**src/rtl/wptr_full_ctrl.sv**
```systemverilog
// wptr_full_ctrl: write-side pointer, full/almost-full and level for async FIFO.
// Define WPTR_FULL_OVF_EN to add the sticky overflow flag (woverflow/woverflow_clr).
module wptr_full_ctrl #(
    parameter int ADDR_WIDTH = 3,
    parameter int AF_MARGIN  = 1
) (
    input  logic                  wclk,
    input  logic                  wrstn,
    input  logic                  winc,
    input  logic [ADDR_WIDTH:0]   wq2_rptr,
`ifdef WPTR_FULL_OVF_EN
    input  logic                  woverflow_clr,
    output logic                  woverflow,
`endif
    output logic                  wen,
    output logic [ADDR_WIDTH-1:0] waddr,
    output logic [ADDR_WIDTH:0]   wptr,
    output logic                  wfull,
    output logic                  walmost_full,
    output logic [ADDR_WIDTH:0]   wlevel
);
    localparam logic [ADDR_WIDTH:0] AF_TH = (ADDR_WIDTH+1)'((1 << ADDR_WIDTH) - AF_MARGIN);
    logic [ADDR_WIDTH:0] wbin, wbin_next, wgray_next, rbin_s, level_next;
    always_comb begin
        for (int i = 0; i <= ADDR_WIDTH; i++)
            rbin_s[i] = ^(wq2_rptr >> i);
    end
    assign wen        = winc & ~wfull;
    assign waddr      = wbin[ADDR_WIDTH-1:0];
    assign wbin_next  = wbin + (ADDR_WIDTH+1)'(wen);
    assign wgray_next = (wbin_next >> 1) ^ wbin_next;
    // level is measured against the lagging synced read pointer, so it can only over-report
    assign level_next = wbin_next - rbin_s;
    always_ff @(posedge wclk or negedge wrstn) begin
        if (!wrstn) begin
            wbin         <= '0;
            wptr         <= '0;
            wfull        <= 1'b0;
            walmost_full <= 1'b0;
            wlevel       <= '0;
        end else begin
            wbin         <= wbin_next;
            wptr         <= wgray_next;
            wfull        <= wgray_next == {~wq2_rptr[ADDR_WIDTH:ADDR_WIDTH-1], wq2_rptr[ADDR_WIDTH-2:0]};
            walmost_full <= level_next >= AF_TH;
            wlevel       <= level_next;
        end
    end
`ifdef WPTR_FULL_OVF_EN
    always_ff @(posedge wclk or negedge wrstn) begin
        if (!wrstn)
            woverflow <= 1'b0;
        else
            woverflow <= (winc & wfull) | (woverflow & ~woverflow_clr);
    end
`endif
endmodule

```
**config.mk**
```make
export PLATFORM = sky130hd
export DESIGN_NAME = wptr_full_ctrl
export DESIGN_NICKNAME = d
export VERILOG_FILES = /design/src/rtl/wptr_full_ctrl.sv
export SDC_FILE = /design/constraint.sdc
export NUM_CORES = 1
export LEC_CHECK = 0
export CORE_UTILIZATION = 47
export CTS_CLUSTER_DIAMETER = 30
export DETAILED_ROUTE_END_ITERATION = 6
export GPL_TIMING_DRIVEN = 0
export PLACE_DENSITY = 0.82
export RECOVER_POWER = 25
export SYNTH_ARGS = -nofsm -noshare
export SYNTH_HDL_FRONTEND = slang
export SYNTH_SLANG_ARGS = --single-unit
```
**constraint.sdc**
```tcl
create_clock -name wclk -period 4.45 [get_ports wclk]
set_clock_uncertainty 0.15 [all_clocks]
set_input_delay 0.445 -clock wclk [delete_from_list [all_inputs] [get_ports wclk]]
set_output_delay 0.445 -clock wclk [all_outputs]
set_load 0.05 [all_outputs]
```
# Word level (Yosys, flattened, before mapping)
# Index checks and enable logic that the tools add are counted.
# W data, S select, Z words.
word_totals:
  register_bits: 14
  in_bits: 7
  output_inout_bits: 14
  elab_cells: 17
op_classes:
  addsub: 2
  order_cmp: 1
  eq_ne: 1
  n_bitwise: 4
  n_reduce_logical: 4
ops:
  columns: ["operator", "n"]
  rows:
  - ["$reduce_xor A4 Y1", 4]
  - ["$add A4 B1 Y4", 1]
  - ["$eq A4 B4 Y1", 1]
  - ["$ge A4 B3 Y1 const B", 1]
  - ["$sub A4 B4 Y4", 1]
  - ["$xor A3 B4 Y4", 1]
  - ["$not A2 Y2", 1]
  - ["$and A1 B1 Y1", 1]
  - ["$not A1 Y1", 1]

# Logic depth before layout (Yosys ltp)
depth:
  word_depth: 5
  mapped_depth: 8
  mapped_depth_nobuf: 8

# Worst setup path before layout
# No wires, ideal clock.
synth_timing:
  path_kind: "register to register"
  start: "register wfull"
  end: "register walmost_full"
  setup_time_ns: 0.124
  arrival_time_ns: 3.144
  t_required_ns: 4.176
  path_slack_ns: 1.032
  stages_incl_launch_ff: 9
  path_buffers: 0
  synth_period_minus_slack_ns: 3.418
  cell_sequence: "dfrtp_1 -> nor2b_1 -> ha_1 -> ha_1 -> inv_1 -> fa_1 -> xnor3_1 -> and3_1 -> a211o_1"
synth_between:
  elab_chain_cells: 5
synth_rtl:
  columns: ["item", "line_no", "text"]
  rows:
  - ["start: declaration", "18", "output logic wfull,"]
  - ["start signal: assignment", "44", "wfull <= wgray_next == {~wq2_rptr[ADDR_WIDTH:ADDR_WIDTH-1], wq2_rptr[ADDR_WIDTH-2:0]};"]
  - ["$not A1 Y1", "28", "assign wen = winc & ~wfull;"]
  - ["$and A1 B1 Y1", "28", null]
  - ["named net wen", "15", "output logic wen,"]
  - ["$add A4 B1 Y4", "30", "assign wbin_next = wbin + (ADDR_WIDTH+1)'(wen);"]
  - ["named net wbin_next[1]", "23", "logic [ADDR_WIDTH:0] wbin, wbin_next, wgray_next, rbin_s, level_next;"]
  - ["$sub A4 B4 Y4", "33", "assign level_next = wbin_next - rbin_s;"]
  - ["named net level_next[2]", "23", null]
  - ["$ge A4 B3 Y1", "45", "walmost_full <= level_next >= AF_TH;"]
  - ["end signal: assignment", "39", "walmost_full <= 1'b0;"]
  - ["end signal: assignment", "45", null]
  - ["end: declaration", "19", "output logic walmost_full,"]
# The timed path passes the listed nets, and every way through them passes these cells.

# Worst setup path in the final report
layout_timing:
  start: "input wq2_rptr[2]"
  end: "register walmost_full"
layout_between:
  elab_chain_cells: 3
  word_cells_on_any_way: 5
  classes_between: "add/sub: 1; order compare: 1; reduce/logical: 3"
layout_rtl:
  columns: ["item", "line_no", "text"]
  rows:
  - ["start: declaration", "10", "input logic [ADDR_WIDTH:0] wq2_rptr,"]
  - ["$reduce_xor A4 Y1", "26", "rbin_s[i] = ^(wq2_rptr >> i);"]
  - ["$sub A4 B4 Y4 (*)", "33", null]
  - ["named net level_next[2]", "23", null]
  - ["$ge A4 B3 Y1 (*)", "45", null]
# Mark *: on every way through the listed nets, which the timed path passes. The rest lies on a longest branch.

==> out/metrics.yaml <==
antenna_found_initial: 0
finalSetupViolCount: 0
period_share_pct: 70.8
synth_nets: 65
min_period_ns: 3.15
hold_slack_ns: 0.411
clk_latency_ns: 0.27
yosys_register_bits: 13
critPathKind: "in2reg"
rows: 13
syn_area_um2: 664
place_area_um2: 883
relSlewSlack_pct: 63.4
cts_root_buffer: "clkbuf_4"
slew_violations: 0
seq_area_frac_synth_pct: 49.0
numPortBuffers: 20
finalHoldViolations: 0
initial_core_util_pct: 51.1
num_vias: 463
arrival_ns: 3.16
maxCapViolations: 0
synthCells: 53
hpwl_um: 944
setup_tns_ns: 0
synth_cell_types: 20
cts_hold_buf: 0
vias_per_cell: 5.03
run_status: "completed"
clock_path_buffers: 2
drive_gt1_share_pct: 5.19
synth_edf_count: 0
overflow: 0
layout_common_cells: "19 x clkdlybuf4s50_1, 13 x dfrtp_1, 11 x xnor2_1"
finalInstanceArea_um2: 910
drt_iter0_markers: 7
layout_commonest_cell: "clkdlybuf4s50_1"
critPathLaunchType: "input port"
m1WireLength_um: 484
num_io_pins: 21
die_w_um: 39.6
ys.flop_type: "dfrtp_1"
diodes: 0
wl_met2_um: 597
first_pass_iters: 4
grt_pass1_vias: 407
die_area_um2: 1570
areaGrowthSynthToFinish_pct: 36.9
worstMarginPinSlew_ns: 0.547
synthArstFlopShare_pct: 100
wl_mm: 1.13
cts_resized: 0
gp_congestion: 0.753
post_drt_wl_per_cell_um: 12.3
rsz0062_at_grt: "no"
required_ns: 4.45
coreArea_um2: 1300
num-nets-final: 90
ff_latch_area_um2: 325
grt_pass1_wl_mm: 1.81
multi_input_area_um2: 320
die_h_um: 39.6
cts_buffers: 3
min_path_type: "reg2reg"
clock_sinks: 13
fill_cells: 111
top_layer: "met4"
cts_max_level: 1
post_cts_buffers: 0
syn_area_per_cell_um2: 12.5
max_freq_mhz: 317
cp_max_fo: 4
fin_cells: 92
critPathCaptureType: "register"
clkTransAtPathRegs_ns: 0.08
cts_tree: "yes"
met3_wirelength_um: 28
grt_usage_pct: 18.2
dp_cells: 88
yosysWarnings: 0
drc: 0
grt_max_degree: 14
postRouteAntennaNets: 0
-- through the flow --
step	utilization [%]	setup WS, ns
floorplan	-	1.03
global placement	67.9	1.12
detailed placement	67.9	1.05
CTS	69.9	1.32
global route	69.9	1.12
finish	69.9	1.30
-- layer usage --
layer | global-route usage, % | vias up
li1 | - | 221
met1 | 21.5 | 223
met2 | 32.8 | 17
met3 | 1.70 | 2
met4 | 7.76 | 0
met5 | 0 | -
-- cells in the mapped netlist, types with 2 or more instances --
| cell | number | area, um2 |
|---|---|---|
| and2_1 | 2 | 12.5 |
| xnor2_1 | 11 | 96.3 |
| dfrtp_1 | 13 | 325 |
| xor2_1 | 3 | 26.3 |
| ha_1 | 4 | 50.1 |
| nor2b_1 | 2 | 12.5 |
| inv_1 | 5 | 18.8 |
-- worst max-delay path, cell delays in order --
cell             delay, ns
clkdlybuf4s50_1       0.45
xnor2_1               0.40
xor2_1                0.32
xnor2_1               0.13
ha_1                  0.23
fa_1                  0.36
xnor3_1               0.39
and3_1                0.20
a211o_1               0.22
-- final cells by class --
class | instances | share of cell area [%]
flip-flops and latches | 13 | 35.8
multi-input cells | 35 | 35.2
repair buffers | 20 | 22.0
clock buffers | 4 | 2.89
inverters | 5 | 2.06
well taps | 15 | 2.06
-- logic make-up (layout without fill, tap and decap cells) --
kind of cell,count (synthesis),count (layout),synth area share [%]
AO/OA/AOI/OAI,5,5,5.08
XOR/XNOR,16,16,24.3
adder cells (fa/ha/maj),5,5,10.5
buffers and inverters,5,29,2.83
flip-flops,13,13,49.0
multiplexers,1,1,1.51
AND/OR/NAND/NOR,8,8,6.78
-- registers in the layout (all words and copies together) (netlist names) --
name / count
wfull: 1
wbin: 4
walmost_full: 1
wlevel: 4
wptr: 3
-- path summary, 6_finish.rpt --
path,depth (start not counted),startpoint,endpoint,slack (ns)
worst max-delay path,9,wq2_rptr[2],walmost_full$_DFF_PN0_,1.30
worst min-delay path,1,wbin[3]$_DFF_PN0_,wbin[3]$_DFF_PN0_,0.41
worst max register to register,8,wfull$_DFF_PN0_,walmost_full$_DFF_PN0_,1.76
worst min register to register,1,wbin[3]$_DFF_PN0_,wbin[3]$_DFF_PN0_,0.41
max in group asynchronous,1,wrstn,wptr[1]$_DFF_PN0_,3.34
min in group asynchronous,1,wrstn,wbin[3]$_DFF_PN0_,0.44
Power is left out: the tool's default activity adds up to more than one toggle a clock period on the data nets, which glitch-free logic cannot reach.
